==> src/rtl/regfile_wb_arbiter.sv <==
// Write-back arbiter sharing one register-file write port between the memory-load path
// (fixed priority) and the ALU path (buffered in a small FIFO), with hazard pending flags.
module regfile_wb_arbiter #(
   parameter int unsigned DATA_W = 32,
   parameter int unsigned ADDR_W = 5,
   parameter int unsigned DEPTH  = 2
) (
   input  logic              clk,
   input  logic              reset,
   input  logic              mem_valid,
   output logic              mem_ready,
   input  logic [ADDR_W-1:0] mem_reg,
   input  logic [DATA_W-1:0] mem_data,
   input  logic              alu_valid,
   output logic              alu_ready,
   input  logic [ADDR_W-1:0] alu_reg,
   input  logic [DATA_W-1:0] alu_data,
   output logic              RegWrite,
   output logic [ADDR_W-1:0] Write_register,
   output logic [DATA_W-1:0] Write_data,
   input  logic [ADDR_W-1:0] query_reg_1,
   input  logic [ADDR_W-1:0] query_reg_2,
   output logic              pending_1,
   output logic              pending_2,
   output logic              busy,
   output logic [15:0]       stall_cnt
);

   localparam int unsigned PTR_W = (DEPTH > 1) ? $clog2(DEPTH) : 1;
   localparam int unsigned CNT_W = PTR_W + 1;

   logic [ADDR_W-1:0] r_fifo_reg  [DEPTH];
   logic [DATA_W-1:0] r_fifo_data [DEPTH];
   logic [DEPTH-1:0]  r_fifo_vld;
   logic [PTR_W-1:0]  r_wr_ptr;
   logic [PTR_W-1:0]  r_rd_ptr;
   logic [CNT_W-1:0]  r_count;

   logic              r_reg_write;
   logic [ADDR_W-1:0] r_wr_reg;
   logic [DATA_W-1:0] r_wr_data;
   logic [15:0]       r_stall_cnt;

   logic              w_fifo_ne;
   logic              w_fifo_full;
   logic              w_mem_issue;
   logic              w_alu_take;
   logic              w_bypass;
   logic              w_push;
   logic              w_pop;
   logic              w_issue;
   logic [ADDR_W-1:0] w_issue_reg;
   logic [DATA_W-1:0] w_issue_data;
   logic              w_pend_1;
   logic              w_pend_2;

   assign w_fifo_ne   = (r_count != '0);
   assign w_fifo_full = (r_count == CNT_W'(DEPTH));

   assign mem_ready = !reset;
   assign alu_ready = !reset && (!w_fifo_full || !mem_valid);

   // Register-0 requests are accepted but never occupy the issue slot or a FIFO entry.
   assign w_mem_issue = mem_valid && mem_ready && (mem_reg != '0);
   assign w_alu_take  = alu_valid && alu_ready && (alu_reg != '0);
   assign w_pop       = !w_mem_issue && w_fifo_ne;
   assign w_bypass    = w_alu_take && !w_mem_issue && !w_fifo_ne;
   assign w_push      = w_alu_take && !w_bypass;

   always_comb begin
      w_issue      = 1'b0;
      w_issue_reg  = '0;
      w_issue_data = '0;
      if (w_mem_issue) begin
         w_issue      = 1'b1;
         w_issue_reg  = mem_reg;
         w_issue_data = mem_data;
      end else if (w_fifo_ne) begin
         w_issue      = 1'b1;
         w_issue_reg  = r_fifo_reg[r_rd_ptr];
         w_issue_data = r_fifo_data[r_rd_ptr];
      end else if (w_bypass) begin
         w_issue      = 1'b1;
         w_issue_reg  = alu_reg;
         w_issue_data = alu_data;
      end
   end

   always_ff @(posedge clk) begin
      if (w_push) begin
         r_fifo_reg[r_wr_ptr]  <= alu_reg;
         r_fifo_data[r_wr_ptr] <= alu_data;
      end
   end

   // FIFO control; on a full push+pop the same slot is cleared then re-marked valid.
   always_ff @(posedge clk) begin
      if (reset) begin
         r_wr_ptr   <= '0;
         r_rd_ptr   <= '0;
         r_count    <= '0;
         r_fifo_vld <= '0;
      end else begin
         if (w_pop) begin
            r_fifo_vld[r_rd_ptr] <= 1'b0;
            r_rd_ptr             <= r_rd_ptr + PTR_W'(1);
         end
         if (w_push) begin
            r_fifo_vld[r_wr_ptr] <= 1'b1;
            r_wr_ptr             <= r_wr_ptr + PTR_W'(1);
         end
         case ({w_push, w_pop})
            2'b10:   r_count <= r_count + CNT_W'(1);
            2'b01:   r_count <= r_count - CNT_W'(1);
            default: r_count <= r_count;
         endcase
      end
   end

   always_ff @(posedge clk) begin
      if (reset) begin
         r_reg_write <= 1'b0;
         r_wr_reg    <= '0;
         r_wr_data   <= '0;
      end else begin
         r_reg_write <= w_issue;
         if (w_issue) begin
            r_wr_reg  <= w_issue_reg;
            r_wr_data <= w_issue_data;
         end
      end
   end

   always_ff @(posedge clk) begin
      if (reset) begin
         r_stall_cnt <= '0;
      end else if (alu_valid && !alu_ready && (r_stall_cnt != 16'hFFFF)) begin
         r_stall_cnt <= r_stall_cnt + 16'd1;
      end
   end

   // A register is pending while it sits in the FIFO or is on the write port this cycle.
   always_comb begin
      w_pend_1 = r_reg_write && (r_wr_reg == query_reg_1);
      w_pend_2 = r_reg_write && (r_wr_reg == query_reg_2);
      for (int i = 0; i < DEPTH; i++) begin
         if (r_fifo_vld[i] && (r_fifo_reg[i] == query_reg_1)) w_pend_1 = 1'b1;
         if (r_fifo_vld[i] && (r_fifo_reg[i] == query_reg_2)) w_pend_2 = 1'b1;
      end
      if (query_reg_1 == '0) w_pend_1 = 1'b0;
      if (query_reg_2 == '0) w_pend_2 = 1'b0;
   end

   assign pending_1      = w_pend_1;
   assign pending_2      = w_pend_2;
   assign busy           = w_fifo_ne || r_reg_write;
   assign RegWrite       = r_reg_write;
   assign Write_register = r_wr_reg;
   assign Write_data     = r_wr_data;
   assign stall_cnt      = r_stall_cnt;

endmodule

==> config.mk <==
export PLATFORM = sky130hd
export DESIGN_NAME = regfile_wb_arbiter
export DESIGN_NICKNAME = d
export VERILOG_FILES = /design/src/rtl/regfile_wb_arbiter.sv
export SDC_FILE = /design/constraint.sdc
export NUM_CORES = 1
export LEC_CHECK = 0
export ABC_AREA = 1
export ABC_CLOCK_PERIOD_IN_PS = 2300
export BUFFER_PORTS_ARGS = -buffer_cell sky130_fd_sc_hd__buf_2
export CAP_MARGIN = 20
export CORE_MARGIN = 8
export CORE_UTILIZATION = 49
export CTS_CLUSTER_DIAMETER = 200
export CTS_CLUSTER_SIZE = 10
export DETAILED_ROUTE_END_ITERATION = 10
export GPL_TIMING_DRIVEN = 0
export PLACE_DENSITY = 0.79
export REMOVE_ABC_BUFFERS = 1
export SYNTH_ARGS = -nofsm -noshare
export SYNTH_HDL_FRONTEND = slang
export SYNTH_SLANG_ARGS = --single-unit
==> constraint.sdc <==
create_clock -name clk -period 2.3 [get_ports clk]
set_input_delay 0.46 -clock clk [delete_from_list [all_inputs] [get_ports clk]]
set_output_delay 0.46 -clock clk [all_outputs]
set_load 0.005 [all_outputs]
Yosys cells after proc, flatten, opt, wreduce, memory -nomap -nowiden
Memories as Yosys holds them, arrays and structs flattened. A register that Yosys moved wholly into a read port is not among the register bits.
Cells that the tools add are included.
{"block": "classes", "addsub": 5, "n_mul": 0, "div_mod_pow": 0, "order_cmp": 4, "n_eq_ne": 10, "shift": 0, "n_mux": 29, "bitwise_logic": 3, "n_reduce_logical": 34}
{"cell": "2-to-1 mux 32 bit", "count": 3}
{"cell": "equality test 5 bit", "count": 6}
{"cell": "logical AND 1 bit", "count": 19}
{"cell": "2-to-1 mux 1 bit", "count": 17}
{"cell": "adder 16 x 1 -> 16 bit, second input constant", "count": 1}
{"cell": "inequality test 16 bit, second input constant", "count": 1}
{"cell": "2-to-1 mux 5 bit", "count": 3}
{"cell": "zero test 5 bit", "count": 2}
{"cell": "nonzero test 5 bit", "count": 2}
{"cell": "zero test 1 bit", "count": 7}
{"cell": "2-to-1 mux 2 bit", "count": 3}
{"cell": "equality test 2 bit, second input constant", "count": 2}
{"cell": "< comparator 1 x 2 -> 1 bit, second input constant", "count": 2}
{"cell": "case mux 2 bit (2 select lines)", "count": 1}
{"cell": "nonzero test 2 bit", "count": 2}
{"cell": "adder 1 bit, second input constant", "count": 2}
{"cell": "adder 2 x 1 -> 2 bit, second input constant", "count": 1}
{"cell": "bitwise AND 2 bit", "count": 1}
{"cell": "demux 1 bit (select 1 bit)", "count": 2}
{"cell": "equality test 2 x 1 -> 1 bit, second input constant", "count": 1}
{"cell": "greater-or-equal comparator 1 bit, second input constant", "count": 2}
{"cell": "logical OR 1 bit", "count": 2}
{"cell": "inverter 2 bit", "count": 1}
{"cell": "OR 2 bit", "count": 1}
{"cell": "subtractor 2 x 1 -> 2 bit, second input constant", "count": 1}
{"block": "word_totals", "regBits": 60, "latch_bits": 0, "ram_bits": 74, "romBits": 0, "input_bits": 88, "out_inout_bits": 59, "wordCells": 95, "memories": 2}
{"memory": "r_fifo_data", "words": 2, "word_bits": 32, "read_ports": 1, "rd_ports_with_merged_regs": 1, "wr": 1, "line_no": "33", "source": "logic [DATA_W-1:0] r_fifo_data [DEPTH];"}
{"memory": "r_fifo_reg", "words": 2, "word_bits": 5, "read_ports": 3, "rd_ports_with_merged_regs": 1, "wr": 1, "line_no": "32", "source": "logic [ADDR_W-1:0] r_fifo_reg [DEPTH];"}

Logic depth before layout (Yosys ltp)
Gate-level depths: netlist (run 1).
{"block": "logic_depth", "ltp_word": 12, "ltp_mapped": 11, "ltp_nobuf": 10}

Worst setup path after synthesis (run 1)
OpenSTA, ideal clock, no wires.
{"block": "synth_path", "kind": "input to register", "from": "input port reset", "to": "memory r_fifo_data[0][0] (enable)", "setup_time_ns": 0.392, "arrival_time_ns": 1.827, "required_ns": 1.908, "setup_slack_ns": 0.082, "stages": 6, "n_path_buf": 1, "path_cell_list": "buf_4 -> inv_4 -> nand3_2 -> nor2_4 -> nand3_1 -> inv_1"}
{"block": "synth_between", "elab_chain_len": 10, "word_cells_on_any_way": 13, "cone_classes": "mux (2); reduce/logical (11)"}
{"element": "start: declaration", "line_no": "9", "source": "input logic reset,"}
{"element": "zero test 1 bit (*)", "line_no": "60, 61"}
{"element": "logical AND 1 bit (on tied branches)", "line_no": "61, 64"}
{"element": "logical AND 1 bit (on tied branches)", "line_no": "65, 64"}
{"element": "logical AND 1 bit / zero test 1 bit (equally long branches)", "line_no": "65, 67"}
{"element": "logical AND 1 bit (2 in series)", "line_no": "67", "source": "assign w_bypass = w_alu_take && !w_mem_issue && !w_fifo_ne;"}
{"element": "zero test 1 bit", "line_no": "68", "source": "assign w_push = w_alu_take && !w_bypass;"}
{"element": "logical AND 1 bit (*)", "line_no": "68"}
{"element": "2-to-1 mux 1 bit (*)", "line_no": "90", "source": "if (w_push) begin"}
{"element": "2-to-1 mux 1 bit (implied by the code) (*)", "line_no": "92", "source": "r_fifo_data[r_wr_ptr] <= alu_data;"}
{"element": "end: declaration", "line_no": "33"}
Mark *: on every way between the ends. The rest lies on a longest branch, timed or not.

Worst setup path in the final report (run 1)
{"block": "layout_path", "from": "input port reset", "to": "memory r_fifo_data[0][30] (enable)"}
Same word-level chain as after synthesis.

==> impl_metrics.toml, run 1 <==
[run_status]
status = "complete, no violations"

[worst_setup_path]
path_cells = "buf_2, inv_4, nand3_2, nor2_4, nand3_1, inv_4"
end_kind = "flip-flop"
critPathBufInv = 3
crit_top_cell = "inv_4"
slowest_delay_ns = 0.48
cp_slowest_cell = "inv_4"
r2r-start = "r_count[1]"
cpLargestDelayFamily = "buffers and inverters"
critPathArrivalTime_ns = 2.25
crit_required_ns = 2.35
start_kind = "input pin"
critical_path_class = "in -> reg"
regToRegSetupSlack_ns = 0.25
crit_path_start = "reset"
reg2reg_depth = 10
cp_max_fo = 46
r2r_end = "r_count[1]"

[placed_design]
port_buffers = 146
dp_hpwl_um = 12100
gp_congestion = 0.916
place_ws_ns = -0.585

[detailed_routing]
wl_um = 18500
drt_iter0_drc = 343
route.detailed.drc = 0
wl_per_cell_um = 15.3
num_vias = 6100
route.antenna.remaining_nets = 0
first_pass_iters = 5
vias_per_cell = 5.04

[clock_tree]
clockRootBuffer = "clkbuf_16"
cts_inserted_buffers = 17
clk_latency_ns = 0.42
clkTransAtPathRegs_ns = 0.06
postCtsHoldBufs = 0
cts_buffer_depth = 2
cts_sinks = 135
htreeDepth = 4
cts_tree = "done"

[grt]
grt.overflow.total = 0
antenna_found_initial = 2
grt_pass1_wl_um = 29200
grtUsageTotal_pct = 20.4
grt_pass1_vias = 5837
grt_max_degree = 47

[worst_hold_path]
hold_end = "r_fifo_data[0][28]"
worstHoldStart = "alu_data[28]"
hold_path.class = "in -> reg"
hold_depth = 1

[final_layout]
largest_reg_flops = 64
nFillCells = 1227
mostFrequentLayoutCells = "nand2_1 (344), buf_2 (146), nor2_1 (78)"
area_growth_pct = 22.4
fin_nets = 1105
final_common_cell = "nand2_1"
drive_above_1_share_pct = 20.3
top_register = "r_fifo_data"

[floorplanning]
start_util_pct = 49.2
die_h_um = 133
rows = 43
boundaryPins = 147
coreArea_um2 = 13700
chipWidth_um = 133
die_area_um2 = 17700

[logic_synthesis]
yosys.area.top_type = "edfxtp_1"
synthTopCellsByArea = "edfxtp_1 (33%), nand2_1 (19%), dfxtp_1 (18%)"
yosys_register_bits = 135
ys_seq_area_share_pct = 51.2
synthCells = 881
syn_avg_cell_area_um2 = 7.64
ys_warn_count = 0
syn_area_um2 = 6730
yosys.area.top_type_share_pct = 33.0
ys_types = 31

[timing]
fmax_mhz = 453
max_slew_margin_pct = 54.2
finalCritPeriodShare_pct = 95.9
min_period_ns = 2.21
final-max-slew-violation-count = 0
tightest_slew_ns = 0.686
fin_ws_ns = 0.0946
finalSetupViolations = 0
hold_ws_ns = 0.245
hold_violations = 0
fin_worst_skew_ns = 0.00945
rsz0062_at_grt = "no"

[power_and_ir_drop]
ir_drop_v = 0.000661
power_leakage_nw = 3.73
power_density_nw_per_um2 = 1070

[run]
drv_cap = 0
## worst max-delay path by stage
stage,end,slack (ns),depth (start not counted)
floorplan,r_fifo_data[0][0],0.03,5
global placement,r_fifo_data[0][18],-1.07,6
detailed placement,r_fifo_data[0][14],-0.58,6
CTS,Write_data[29],-0.002,10
global route,r_fifo_data[0][30],0.007,6
finish,r_fifo_data[0][30],0.09,6
## cell usage after synthesis (all sizes together)
cell type and count:
nand2 348, o21ai 33, mux2i 1, clkbuf 17
a21oi 62, ha 2, and2 1, xnor2 7
nor3 2, edfxtp 74, buf 20, nand3 60
or2 1, o22ai 9, xor2 9, o21bai 1
dfxtp 61, nor2 92, nand4 1, inv 80
## stage by stage
step	power [mW]	utilization, %	std cells	TNS, ns	cell area, um2
after detailed placement	6.01	55.4	1173	-57.71	7570
after global routing	9.32	60.2	1209	0	8230
after global placement	5.77	54.8	1170	-112.78	7490
final	8.82	60.3	1210	0	8240
after CTS	8.83	60.1	1208	-0.00196	8210
after floorplan	4.86	-	844	0	6540
## power breakdown
part           switching (mW)  internal [mW]
Sequential              0.303           2.94
Clock                    1.02           1.73
Combinational            1.77           1.06
Total                    3.09           5.73
## metal layers
metal	GRT usage [%]	share of wire (%)	wire (um)
met5	0	0.070	13
met3	5.31	6.2	1140
met1	23.8	42	7800
met2	35.8	50	9290
met4	6.61	1.3	232
## layout make-up
class | instances | area [um2] | area share (%)
diodes | 2 | 5.00 | 0.0608
clock inverters | 12 | 151 | 1.84
inverters | 80 | 315 | 3.83
multi-input cells | 630 | 2820 | 34.2
repair inverters | 1 | 7.51 | 0.0912
clock buffers | 20 | 447 | 5.42
well taps | 180 | 225 | 2.73
repair buffers | 150 | 821 | 9.97
flip-flops and latches | 135 | 3450 | 41.9
## timing repair
action	in CTS	in global routing
pin swaps	1	0
setup endpoints to repair	112	31
buffers inserted	1	0
hold endpoints to repair	0	0
gates resized for setup	7	3
gates cloned	2	0
## cell families (layout without fill, tap and decap cells)
kind of cell,count (synthesis),count (layout),share of synthesized area [%]
AOI/OAI and AO/OA,105,105,8.18
xor gates and xnor gates,16,16,2.08
adders and majority gates,2,2,0.372
buffers and inverters,117,263,7.38
DFF,135,135,51.2
muxes,1,1,0.149
other,0,2,0
and+or+nand+nor,505,506,30.7
Note: power is estimated with default switching activity, not from simulation.
==> inputs of run 2 (changes only) <==
- PLACE_DENSITY: 0.79 -> 0.75
==> impl_metrics.toml, run 2 (synthesis results as in run 1) <==
[run_status]
status = "complete, no violations"

[power_and_ir_drop]
power_density_nw_per_um2 = 1030
ir_drop_v = 0.000680
power_leakage_nw = 3.70
p_total_mw = 8.42

[final_layout]
final_area_um2 = 8150
diodes = 0
drive_above_1_share_pct = 20.5
top_register = "r_fifo_data"
final_common_cell = "nand2_1"
mostFrequentLayoutCells = "nand2_1 (344), buf_2 (146), nor2_1 (78)"
fin_nets = 1105
largest_reg_flops = 64
area_growth_pct = 21.2
nFillCells = 1272

[clock_tree]
clk_latency_ns = 0.42
cts_sinks = 135
cts_inserted_buffers = 17
postCtsHoldBufs = 0
htreeDepth = 4
clkTransAtPathRegs_ns = 0.06
clockRootBuffer = "clkbuf_16"
cts_buffer_depth = 2
cts_tree = "done"

[timing]
max_slew_margin_pct = 55.6
finalCritPeriodShare_pct = 93.9
setup_tns_ns = 0
fmax_mhz = 463
hold_violations = 0
fin_worst_skew_ns = 0.00566
final-max-slew-violation-count = 0
tightest_slew_ns = 0.664
hold_ws_ns = 0.246
finalSetupViolations = 0
rsz0062_at_grt = "no"
min_period_ns = 2.16

[floorplanning]
rows = 43
chipWidth_um = 133
start_util_pct = 49.2
boundaryPins = 147
die_h_um = 133
die_area_um2 = 17700
coreArea_um2 = 13700

[worst_setup_path]
end_kind = "flip-flop"
critPathArrivalTime_ns = 2.21
critical_path_class = "in -> reg"
regToRegSetupSlack_ns = 0.21
crit_required_ns = 2.35
r2r-start = "r_count[0]"
r2r_end = "r_count[1]"
reg2reg_depth = 10
start_kind = "input pin"
cp_max_fo = 46

[detailed_routing]
vias_per_cell = 5.04
route.antenna.remaining_nets = 0
first_pass_iters = 5
wl_um = 18400
drt_iter0_drc = 440
wl_per_cell_um = 15.2
num_vias = 6088
route.detailed.drc = 0

[worst_hold_path]
worstHoldStart = "alu_data[9]"
hold_end = "r_fifo_data[1][9]"
hold_path.class = "in -> reg"
hold_depth = 1

[placed_design]
dp_hpwl_um = 11800
gp_congestion = 0.906
dpl_cell_area_um2 = 7570
port_buffers = 146

[grt]
grt_pass1_vias = 5815
grt_max_degree = 47
grt.overflow.total = 0
grtUsageTotal_pct = 20.0
grt_pass1_wl_um = 28600
antenna_found_initial = 1

[run]
drv_cap = 0
==> run 2: cell count changes in the layout (fill, tap and decap cells not counted), moves of 2 or more <==
cell,change
diode_2,-2
clkinv_2,+3
nor2_2,+2
bufinv_16,-3
clkinv_1,-2
==> run 2: worst max-delay path, stage by stage <==
cell	delay, ns
buf_2	0.25
inv_6	0.37
nand3_2	0.19
nor2_4	0.25
nand3_1	0.21
inv_4	0.44
==> run 2: how the worst max path moves through the flow <==
stage                          start                  to  slack, ns  cells after the start
after floorplan                reset   r_fifo_data[0][0]       0.03                      5
after detailed placement       reset  r_fifo_data[0][12]      -0.53                      6
after global routing      r_count[1]          r_count[1]      0.004                     10
after global placement         reset   Write_register[0]      -1.04                      8
after CTS                      reset       Write_data[9]      -0.04                     10
final                          reset  r_fifo_data[1][22]       0.14                      6
==> run 2: cell type report <==
type / count / area (um2) / area share, %
Timing Repair inverter: 1 / 7.51 / 0.0921
Multi-Input combinational cell: 631 / 2820 / 34.6
Clock buffer: 21 / 460 / 5.65
Inverter: 80 / 314 / 3.85
Clock inverter: 11 / 76.3 / 0.936
Tap cell: 180 / 225 / 2.76
Sequential cell: 135 / 3450 / 42.3
Timing Repair Buffer: 149 / 806 / 9.88
==> run 2: layer usage <==
metal	track usage (%)	up-vias	share of wire (%)
met4	7.11	2	1.3
met2	34.1	214	49
met5	0	-	0.043
met3	5.50	24	6.9
met1	23.8	2763	42
li1	-	3085	-
==> run 2: per-stage QoR <==
stage / instances / setup slack, ns / util, %
after floorplan: 844 / 0.0280 / -
after global placement: 1170 / -1.04 / 54.8
after detailed placement: 1173 / -0.526 / 55.4
after CTS: 1206 / -0.0406 / 59.4
after global routing: 1208 / 0.00354 / 59.7
final: 1208 / 0.140 / 59.7
==> run 2: where the power goes <==
group          internal (mW)  switching, mW
Sequential              2.94          0.300
Combinational           1.03           1.72
Clock                   1.43           1.01
Total                   5.40           3.03
==> run 2: timing repair <==
| action | 4_1_cts | 5_1_grt |
|---|---|---|
| buffers inserted | 0 | 0 |
| resized for setup | 5 | 5 |
| endpoints found under the setup margin | 106 | 38 |
| gates cloned | 1 | 2 |
| hold endpoints to repair | 0 | 0 |
| pin swaps | 1 | 2 |
==> inputs of run 3 (changes only) <==
- ABC_CLOCK_PERIOD_IN_PS: 2300 -> 2600
- CORE_UTILIZATION: 49 -> 50
- CTS_CLUSTER_DIAMETER: 200 -> 30
- PLACE_DENSITY: 0.75 -> 0.73
- RECOVER_POWER: unset -> 50
- clock period: 2.3 -> 2.6 ns (I/O delays scaled with it)
==> impl_metrics.toml, run 3 (synthesis results as in run 1) <==
[detailed_routing]
num_vias = 6005
drt_iter0_drc = 405
route.detailed.drc = 0
wl_per_cell_um = 14.7
route.antenna.remaining_nets = 0
wl_um = 17600
first_pass_iters = 5
vias_per_cell = 5.00

[placed_design]
place_ws_ns = -0.324
gp_congestion = 0.921
dp_hpwl_um = 11400
dp_cells = 1169
port_buffers = 146

[floorplanning]
die_h_um = 132
coreArea_um2 = 13200
die_area_um2 = 17400
boundaryPins = 147
chipWidth_um = 132
start_util_pct = 51.0
rows = 42

[clock_tree]
cts_inserted_buffers = 17
htreeDepth = 4
clkTransAtPathRegs_ns = 0.06
cts_buffer_depth = 2
clockRootBuffer = "clkbuf_16"
postCtsHoldBufs = 0
cts_sinks = 135
cts_tree = "done"
clk_latency_ns = 0.41

[worst_hold_path]
hold_path.class = "in -> reg"

[final_layout]
diodes = 0
largest_reg_flops = 64
mostFrequentLayoutCells = "nand2_1 (344), nor2_1 (79), clkbuf_1 (78)"
top_register = "r_fifo_data"
final_common_cell = "nand2_1"
layout.cells.non_filler = 1202
postLayoutCoreUtil_pct = 61.1
area_growth_pct = 19.7
nFillCells = 1272
drive_above_1_share_pct = 12.7
fin_nets = 1103

[power_and_ir_drop]
swShare_pct = 34.7
power_leakage_nw = 3.48
ir_drop_v = 0.000618
p_clk_share_pct = 30.4
p_switching_mw = 2.60
intPower_mw = 4.88
p_seq_share_pct = 38.1
power_density_nw_per_um2 = 929
comb_power_share_pct = 31.6
p_total_mw = 7.48

[worst_setup_path]
regToRegSetupSlack_ns = 0.22
crit_required_ns = 2.64
cp_max_fo = 46
start_kind = "input pin"
critPathArrivalTime_ns = 2.43
critical_path_class = "in -> reg"
end_kind = "flip-flop"

[timing]
finalSetupViolations = 0
fmax_mhz = 417
final-max-slew-violation-count = 0
rsz0062_at_grt = "yes"
hold_violations = 0
fin_ws_ns = 0.203
hold_ws_ns = 0.341
max_slew_margin_pct = 31.6
fin_worst_skew_ns = 0.00568
tightest_slew_ns = 1.02
finalCritPeriodShare_pct = 92.2
min_period_ns = 2.40

[run]
drv_cap = 0

[grt]
grt_pass1_vias = 5851
use_met2_pct = 34.2
met3_usage_pct = 5.72
grt_pass1_wl_um = 28300
grt.overflow.total = 0
gr-usage-met1_pct = 23.1
antenna_found_initial = 1
grtUsageTotal_pct = 19.9
grt_max_degree = 47
busiest_layer = "met2"

[run_status]
status = "complete, no violations"
[run 3: changes by cell type in the layout (fill, tap and decap cells not counted), sizes merged]
cell	before	now
nor2	94	93
clkbuf	21	98
buf	149	76
bufinv	0	1
clkinvlp	6	2
clkinv	6	4
[run 3: critical path, stage by stage]
cell and delay [ns]:
buf_2 0.24, inv_4 0.46, nand3_2 0.21, nor2_4 0.18, nand3_1 0.13, inv_2 0.65
[run 3: final timing paths]
check	to	from	depth (start not counted)
worst max-delay path	r_fifo_data[1][25]	reset	6
worst min-delay path	r_fifo_data[1][18]	alu_data[18]	1
worst max register to register	Write_data[25]	flip-flop	7
worst min register to register	r_wr_ptr	r_wr_ptr	2
[run 3: per-stage QoR]
stage	setup TNS (ns)	cell area (um2)
2_1_floorplan	0	6540
3_3_place_gp	-84.54	7490
3_5_place_dp	-30.20	7570
4_1_cts	0	8140
5_1_grt	-0.00268	8050
6_report	0	8050
[run 3: area by class of cell]
class | instances | area, um2 | area share (%)
Clock inverter | 7 | 68.8 | 0.855
Sequential cell | 135 | 3440 | 42.8
Tap cell | 176 | 220 | 2.73
Multi-Input combinational cell | 630 | 2800 | 34.7
Inverter | 80 | 305 | 3.79
Timing Repair Buffer | 149 | 722 | 8.97
Clock buffer | 25 | 497 | 6.17
[run 3: power groups by stage]
stage / Clock [mW] / Sequential, mW / Combinational (mW)
global placement: 0 / 2.88 / 2.22
finish: 2.27 / 2.85 / 2.36
detailed placement: 0 / 2.89 / 2.39
floorplan: 0 / 2.85 / 1.45
CTS: 2.30 / 2.84 / 2.41
global route: 2.39 / 2.89 / 2.70
[run 3: what timing repair did]
item,4_1_cts,5_1_grt
gates resized for setup,0,3
setup endpoints to repair,0,49
setup buffers,0,0
[run 3: layer usage]
layer	vias to the layer above	routed length, um
li1	3080	-
met1	2697	7630
met2	196	8390
met3	30	1210
met4	2	372
met5	-	8
